## config.mk

```make
export PLATFORM = sky130hd
export DESIGN_NAME = rand_server
export DESIGN_NICKNAME = d
export VERILOG_FILES = /design/src/rtl/rand_pkg.sv /design/src/rtl/rr_arbiter.sv /design/src/rtl/rand_server.sv
export SDC_FILE = /design/constraint.sdc
export NUM_CORES = 1
export LEC_CHECK = 0
export BUFFER_PORTS_ARGS = -buffer_cell sky130_fd_sc_hd__buf_4
export CAP_MARGIN = 10
export CELL_PAD_IN_SITES_DETAIL_PLACEMENT = 1
export CELL_PAD_IN_SITES_GLOBAL_PLACEMENT = 1
export CORE_UTILIZATION = 45
export CTS_CLUSTER_SIZE = 10
export DETAILED_ROUTE_END_ITERATION = 10
export GPL_ROUTABILITY_DRIVEN = 0
export PLACE_DENSITY = 0.89
export SLEW_MARGIN = 25
export SYNTH_ARGS = -nofsm -noshare
export SYNTH_HDL_FRONTEND = slang
export SYNTH_SLANG_ARGS = --single-unit
```

## constraint.sdc

```tcl
create_clock -name CLK -period 7.7 [get_ports CLK]
set_clock_uncertainty 0.15 [all_clocks]
set_input_delay 0 -clock CLK [delete_from_list [all_inputs] [get_ports CLK]]
set_output_delay 0 -clock CLK [all_outputs]
set_load 0.02 [all_outputs]
```

## src/rtl/rand_pkg.sv

```systemverilog
// Shared types and helpers for the random-number server: LFSR taps, FSM states, rejection mask.
package rand_pkg;

  localparam logic [31:0] TAPS = 32'h8020_0003;

  typedef enum logic [1:0] {
    IDLE,
    DRAW,
    ACK
  } state_e;

  // All ones at and below the MSB of (r-1); r == 0 stands for the full range.
  function automatic logic [31:0] smear_mask(input logic [31:0] r);
    logic [31:0] m;
    if (r == 32'h0) begin
      m = '1;
    end else begin
      m = r - 32'h1;
      for (int unsigned sh = 1; sh < 32; sh = sh * 2) begin
        m = m | (m >> sh);
      end
    end
    return m;
  endfunction

endpackage

```

## src/rtl/rr_arbiter.sv

```systemverilog
// Combinational round-robin pick: first set request at or after ptr+1 (mod N).
module rr_arbiter #(
  parameter int unsigned N = 2
) (
  input  logic [N-1:0]         i_req,
  input  logic [$clog2(N)-1:0] i_ptr,
  output logic [N-1:0]         o_grant,
  output logic [$clog2(N)-1:0] o_idx
);

  localparam int unsigned PW = $clog2(N);

  logic          w_found;
  int unsigned   w_k;
  logic [PW-1:0] w_kidx;

  always_comb begin
    o_grant = '0;
    o_idx   = '0;
    w_found = 1'b0;
    w_k     = 0;
    w_kidx  = '0;
    for (int unsigned i = 1; i <= N; i++) begin
      w_k = 32'(i_ptr) + i;
      if (w_k >= N) begin
        w_k = w_k - N;
      end
      w_kidx = PW'(w_k);
      if (!w_found && i_req[w_kidx]) begin
        w_found         = 1'b1;
        o_grant[w_kidx] = 1'b1;
        o_idx           = w_kidx;
      end
    end
  end

endmodule

```

## src/rtl/rand_server.sv

```systemverilog
// Shared LFSR random-number server: round-robin grants, masked rejection sampling with bounded retries.
module rand_server
  import rand_pkg::*;
#(
  parameter int unsigned N          = 2,
  parameter int unsigned W          = 4,
  parameter int unsigned MAX_TRIES  = 8,
  parameter bit          FREE_RUN   = 1'b1,
  parameter logic [31:0] INIT_STATE = 32'haaaa_aaaa
) (
  input  logic           CLK,
  input  logic           RST,
  input  logic [N-1:0]   req,
  input  logic [N*W-1:0] range,
  output logic [N-1:0]   ack,
  output logic [W-1:0]   data,
  input  logic           seed_load,
  input  logic [31:0]    seed,
  output logic           busy
);

  localparam int unsigned PW = $clog2(N);
  localparam int unsigned TW = $clog2(MAX_TRIES) + 1;

  state_e        r_state;
  logic [31:0]   r_lfsr;
  logic [W-1:0]  r_range;
  logic [N-1:0]  r_grant;
  logic [PW-1:0] r_idx;
  logic [PW-1:0] r_ptr;
  logic [TW-1:0] r_tries;

  logic [N-1:0]  w_grant;
  logic [PW-1:0] w_idx;
  logic [W-1:0]  w_ranges [N];
  logic [W-1:0]  w_mask;
  logic [W-1:0]  w_sample;
  logic          w_accept;
  logic          w_last;
  logic [31:0]   w_lfsr_next;

  for (genvar gi = 0; gi < N; gi++) begin : g_range
    assign w_ranges[gi] = range[gi*W +: W];
  end

  rr_arbiter #(.N(N)) u_arb (
    .i_req   (req),
    .i_ptr   (r_ptr),
    .o_grant (w_grant),
    .o_idx   (w_idx)
  );

  assign w_lfsr_next = {1'b0, r_lfsr[31:1]} ^ (r_lfsr[0] ? TAPS : 32'h0);
  assign w_mask      = W'(smear_mask(32'(r_range)));
  assign w_sample    = r_lfsr[W-1:0] & w_mask;
  assign w_accept    = (r_range == '0) || (w_sample < r_range);
  assign w_last      = (r_tries == TW'(MAX_TRIES - 1));

  always_ff @(posedge CLK) begin
    if (RST) begin
      r_state <= IDLE;
      r_lfsr  <= INIT_STATE;
      r_range <= '0;
      r_grant <= '0;
      r_idx   <= '0;
      r_ptr   <= PW'(N - 1);
      r_tries <= '0;
      ack     <= '0;
      data    <= '0;
      busy    <= 1'b0;
    end else begin
      ack <= '0;

      // Seed load beats stepping; a zero seed would lock the LFSR, so substitute INIT_STATE.
      if (seed_load) begin
        r_lfsr <= (seed == 32'h0) ? INIT_STATE : seed;
      end else if (r_state == DRAW || (FREE_RUN && r_state == IDLE)) begin
        r_lfsr <= w_lfsr_next;
      end

      case (r_state)
        IDLE: begin
          if (|req) begin
            r_range <= w_ranges[w_idx];
            r_grant <= w_grant;
            r_idx   <= w_idx;
            r_tries <= '0;
            busy    <= 1'b1;
            r_state <= DRAW;
          end
        end
        DRAW: begin
          if (w_accept || w_last) begin
            // Fallback subtraction stays below r because the masked sample is below 2r.
            data    <= w_accept ? w_sample : (w_sample - r_range);
            ack     <= r_grant;
            r_ptr   <= r_idx;
            r_state <= ACK;
          end else begin
            r_tries <= r_tries + TW'(1);
          end
        end
        ACK: begin
          busy    <= 1'b0;
          r_state <= IDLE;
        end
        default: r_state <= IDLE;
      endcase
    end
  end

endmodule

```

After elaboration in Yosys (flattened, before gate mapping)
Cells that the tools add are included.

Add/sub/neg operators: 7. $lt $le $gt $ge: 8. Eq/ne operators: 6. Mux-type cells: 32. Bitwise operators: 11. Reduce and logical (&&, ||, !) cells: 20.

Operator list (number): 32-bit two-way mux (4); 32-bit zero test (1); 32-bit by 30-bit OR with 32-bit output (1); 32-bit by 31-bit OR with 32-bit output (1); 31-bit by 32-bit bitwise XOR with 32-bit output (1); 4-bit two-way mux (7); 28-bit OR (1); 20-bit OR (1); 1-bit two-way mux (12); 2-bit two-way mux (4); 4-bit one-hot mux with 2 select lines (1); 2-bit AND reduction (4); 2-bit nonzero test (3); 4-bit by 1-bit subtractor with 5-bit output, second input constant (1); 4-bit by 1-bit adder with 4-bit output, second input constant (1); 4-bit bitwise AND (1); 4-bit by 3-bit equality test with 1-bit output, second input constant (1); 2-bit greater-or-equal comparator, second input constant (2); 4-bit zero test (1); 1-bit by 2-bit less-than comparator with 1-bit output, second input constant (2); 4-bit less-than comparator (1); 2-bit by 1-bit inequality test with 1-bit output, second input constant (2); 4-bit OR (1); 2-bit one-hot mux with 2 select lines (1); 21 further kinds (29).

Register bits: 53. Bits of input ports: 45. Output and inout bits: 7. Word-level logic and storage cells: 94.

Longest topological paths before layout
Word-level depth: 13. Mapped depth: 14. Depth with buffers taken out: 13.

Modules after synthesis
Synthesis repeated with hierarchy kept, for this count alone.

Cell total of the unflattened synthesis: 334. Area, all modules: 2825.2 sq um.

By module, submodules not included: rand_server (instances 1, cells an instance 330, area each 2798.9 sq um, seq. area each 1061.0 sq um); rr_arbiter (instances 1, cells an instance 4, area each 26.3 sq um, seq. area each 0.0 sq um).

Least setup slack after synthesis
No wires, ideal clock.

Path kind: flip-flop to flip-flop. Start point: register r_range[1]. End point: register r_ptr. Library setup time: 0.120 ns. Arrival: 2.784 ns. Required time: 7.430 ns. Slack: 4.646 ns. Cell stages (with the launch flop): 14. Buffers on the path: 1. Period minus slack after synthesis: 3.054 ns. Path through: dfxtp_1 inv_1 ha_1 nor2b_1 a32o_1 nand2_1 nand2_1 ha_1 fa_1 and2b_4 o311ai_4 o21ba_4 buf_12 a211o_1.

Cells in the longest elaborated chain, start to end: 12. Elaborated cells between the ends (all ways): 13. Those cells by class: add/sub (1); order compare (1); mux (1); bitwise (6); reduce/logical (4).

Ends and longest elaborated chain: start: declaration (RTL line rand_server.sv:27) `logic [W-1:0] r_range;`; start signal: assignment (RTL line rand_server.sv:84) `r_range <= w_ranges[w_idx];`; 4-bit by 1-bit subtractor with 5-bit output (RTL line rand_pkg.sv:18) `m = r - 32'h1;`; 32-bit by 31-bit OR with 32-bit output (RTL line rand_pkg.sv:20) `m = m | (m >> sh);`; 32-bit by 30-bit OR with 32-bit output (RTL line rand_pkg.sv:20); 28-bit OR (RTL line rand_pkg.sv:20); 20-bit OR (RTL line rand_pkg.sv:20); 4-bit OR (RTL line rand_pkg.sv:20); 4-bit two-way mux (RTL line rand_pkg.sv:15) `if (r == 32'h0) begin`; 4-bit bitwise AND (RTL line rand_server.sv:55) `assign w_sample = r_lfsr[W-1:0] & w_mask;`; 4-bit less-than comparator (RTL line rand_server.sv:56) `assign w_accept = (r_range == '0) || (w_sample < r_range);`; 1-bit logical OR * (RTL line rand_server.sv:56); 1-bit logical OR * (RTL line rand_server.sv:93) `if (w_accept || w_last) begin`; 2-bit AND reduction (no source line) *; end signal: assignment (RTL line rand_server.sv:66) `r_ptr <= PW'(N - 1);`; end signal: assignment (RTL line rand_server.sv:97) `r_ptr <= r_idx;`; end: declaration (RTL line rand_server.sv:30) `logic [PW-1:0] r_ptr;`.

Mark *: on every way between the ends. The rest lies on a longest branch, timed or not. A chain may end at the register's enable or synchronous reset.

Worst setup path after layout
Start point: register r_range[1]. End point: register r_tries[1].

Cells in the longest elaborated chain, start to end: 13. Elaborated cells between the ends (all ways): 14. Those cells by class: add/sub (1); order compare (1); eq/ne (1); mux (1); bitwise (6); reduce/logical (4).

Ends and longest elaborated chain: 4-bit by 1-bit subtractor with 5-bit output (RTL line rand_pkg.sv:18); 32-bit by 31-bit OR with 32-bit output (RTL line rand_pkg.sv:20); 32-bit by 30-bit OR with 32-bit output (RTL line rand_pkg.sv:20); 28-bit OR (RTL line rand_pkg.sv:20); 20-bit OR (RTL line rand_pkg.sv:20); 4-bit OR (RTL line rand_pkg.sv:20); 4-bit two-way mux (RTL line rand_pkg.sv:15); 4-bit bitwise AND (RTL line rand_server.sv:55); 4-bit less-than comparator (RTL line rand_server.sv:56); 1-bit logical OR * (RTL line rand_server.sv:56); 1-bit logical OR * (RTL line rand_server.sv:93); 2-bit inequality test (no source line) *; 3-bit AND reduction (no source line) *; end signal: assignment (RTL line rand_server.sv:100) `r_tries <= r_tries + TW'(1);`; end: declaration (RTL line rand_server.sv:31) `logic [TW-1:0] r_tries;`.

Marks and branches as above.

==> flow_metrics.tcl <==
set metrics [dict create \
    track_usage 0.332 \
    rsz0062_at_grt "no" \
    crit_buf_inv 1 \
    synth_top_area_frac 0.372 \
    start_kind "flop" \
    drv_slew 0 \
    path_clk_slew_ps 100 \
    slowest_stage "dfxtp_1" \
    totalWireLength_um 10600 \
    clock_latency_ps 320 \
    cap_viol_max_count 0 \
    reg2reg_slack_ps 4120 \
    drc 0 \
    avgRoutedWirePerCell_um 21.6 \
    cts.sinks 53 \
    status "completed" \
    drive_gt1_frac 0.188 \
    synth_area_per_cell_um2 8.52 \
    nFillCells 703 \
    synthToLayoutAreaGrowth_pct 33.7 \
    clk_root_buffer_cell "clkbuf_8" \
    ir_drop_mv 0.120 \
    fin_hold_ws_ps 10.6 \
    coreArea_um2 6030 \
    critPathTopFamily "simple AND/OR/NAND/NOR gates" \
    crit_type "reg2reg" \
    synth_area_leader_cell "dfxtp_1" \
    yosys.cell_types.count 49 \
    required_ps 7790 \
    worstSetupEndpoint "r_tries[1]$_SDFFE_PP0P_" \
    ys_top_cells_by_count "53 x dfxtp_1, 53 x nor2_1, 26 x a21oi_1" \
    synth.net_count 388 \
    drt-initial-drc-count 133 \
    ys_seq_elements 53 \
    grt_overflow 0 \
    synth-edff-count 0 \
    cp.depth 13 \
    rows 28 \
    clk_path_buf_depth 2 \
    startpoint "r_range[1]$_SDFFE_PP0P_" \
    tns_ps 0 \
    grt_start_max_net_pins 65 \
    ant_nets 0 \
    cp_common_cell "nand2_1" \
    synthArstFlopShare 0 \
    worst_pin_slew_ps 803 \
    arrival_ps 3670 \
    grt_pass1_wl_um 16300 \
    finalCritPeriodShare 0.465 \
    nets 467 \
    hold_viol_final 0 \
    crit_chain "inv_1, ha_1, nor2b_1, a32o_1, nand2_1, nand2_1, ha_1, fa_1, and2b_4, o311a_2, nand2_1, or3_1, a21oi_1" \
    dieWidth_um 81.6 \
    netlist_area_um2 2850 \
    setup_viol 0 \
    min-delay-path-class "in2reg" \
    regToRegStartpoint "r_range[1]$_SDFFE_PP0P_" \
    min_period_ps 3580 \
    relSlewSlack 0.462 \
    fp.dieArea_um2 6660 \
    yosys_most_used_dff "dfxtp_1" \
    postLayoutCoreUtil 0.633 \
    grt_pass1_vias 3162 \
    cts_resized 0 \
    worstRegToRegCells 13 \
    max_freq_mhz 280 \
    postSynthCellCount 335 \
    dieHeight_um 81.6 \
    crit_path_end_kind "flop" \
    synth_area_leaders "dfxtp_1 37%, nor2_1 7.0%, mux2i_1 5.3%, a21oi_1 4.6%, a211oi_1 4.2%" \
    slowest_delay_ps 490 \
    initial_core_util 0.473 \
    p_per_area_nw_per_um2 249 \
    r2r-end "r_tries[1]$_SDFFE_PP0P_" \
    yosysSeqAreaShare 0.372 \
    io-pin-count 52 \
    port_buffers 51 \
    cts_made_buffers 5 \
    power_uw 949 \
    vias 2923 \
    synth_warnings 0 \
    antenna_found_initial 1 \
    htreeDepth 2 \
    cts_tree "yes" \
    dp_hpwl_um 5330 \
    avgViaCountPerCell 5.95 \
    crit_fanout 7 \
    dr.pass1.iters 4 \
    p_leak_nw 1.55 \
]
cell type report:
type | count | area, um2 | area share
Tap cell | 75 | 93.8 | 0.0246
Multi-Input combinational cell | 252 | 1660 | 0.436
Clock inverter | 3 | 65.1 | 0.0171
Sequential cell | 53 | 1060 | 0.279
Timing Repair Buffer | 96 | 833 | 0.219
Inverter | 6 | 22.5 | 0.00591
Antenna cell | 1 | 2.50 | 0.000656
Clock buffer | 5 | 68.8 | 0.0180
through the flow:
stage | cells | area [um2] | setup WS, ps
after floorplan | 335 | 2850 | 4650
after global placement | 437 | 3220 | 4600
after detailed placement | 437 | 3220 | 4430
after CTS | 490 | 3810 | 4360
after global routing | 491 | 3810 | 4010
final | 491 | 3810 | 4120
worst min-delay path by stage:
stage / depth (start not counted) / start / to
global placement: 3 / seed[18] / r_lfsr[18]$_SDFFE_PP0P_
CTS: 2 / RST / r_grant[1]$_SDFFE_PP0P_
detailed placement: 3 / seed[16] / r_lfsr[16]$_SDFFE_PP0P_
floorplan: 2 / seed[10] / r_lfsr[10]$_SDFFE_PP0P_
finish: 2 / RST / r_lfsr[12]$_SDFFE_PP0P_
global route: 2 / RST / r_lfsr[16]$_SDFFE_PP0P_
worst register-to-register path: stages (launching register included):
cell     delay, ps
dfxtp_1        490
inv_1          140
ha_1           250
nor2b_1        150
a32o_1         250
nand2_1        110
nand2_1         70
ha_1           220
fa_1           410
and2b_4        290
o311a_2        230
nand2_1        190
or3_1          380
a21oi_1        160
power by group:
part           leakage (nW)  total [mW]  switching (mW)  internal, mW
Clock                0.0681       0.232           0.102         0.129
Sequential            0.440       0.361          0.0512         0.310
Combinational          1.04       0.356           0.194         0.162
placed cells by master (no fill, tap or decap), types with 3 or more instances in the layout:
cell           count
mux2i_1           15
or2_2              3
dlygate4sd3_1     45
nor2_1            53
nor3b_1           16
nor2b_1           18
or3_1              3
nor3_1             5
a21oi_1           26
a311oi_1           4
and2_1             3
clkbuf_8           5
xor2_1             3
o21bai_1          16
buf_4             51
a211oi_1          16
xnor2_1            4
ha_1               7
o21ai_0            3
nand2_1           16
nand3_1            6
inv_1              6
nor4_1             8
dfxtp_1           52
cell families (layout without fill, tap and decap cells):
logic type | Yosys count | count (layout) | share of synthesized area
xor gates and xnor gates | 7 | 7 | 0.0215
and+or+nand+nor | 144 | 144 | 0.267
adders and majority gates | 8 | 8 | 0.0377
AOI/OAI and AO/OA | 78 | 78 | 0.202
buffers and inverters | 30 | 110 | 0.0469
DFF | 53 | 53 | 0.372
other | 0 | 1 | 0
muxes | 15 | 15 | 0.0526
sequential cells by signal, summed over array words and instances (netlist names):
name     flops
r_range      4
r_idx        1
r_lfsr      32
data         4
r_tries      4
r_state      2
r_ptr        1
r_grant      2
busy         1
ack          2
what timing repair did:
action | 4_1_cts | 5_1_grt
buffers inserted | 0 | 0
endpoints found under the hold margin | 37 | 0
hold buffers | 45 | 0
metal layers:
metal	global-route usage	routed length (um)	vias to the layer above	part of all wire
met5	0	0	-	0
met4	0.144	377	0	0.035
met3	0.0556	268	41	0.025
met2	0.608	5620	73	0.53
met1	0.376	4360	1477	0.41
li1	-	-	1332	-
Note: power is estimated with default switching activity, not from simulation.
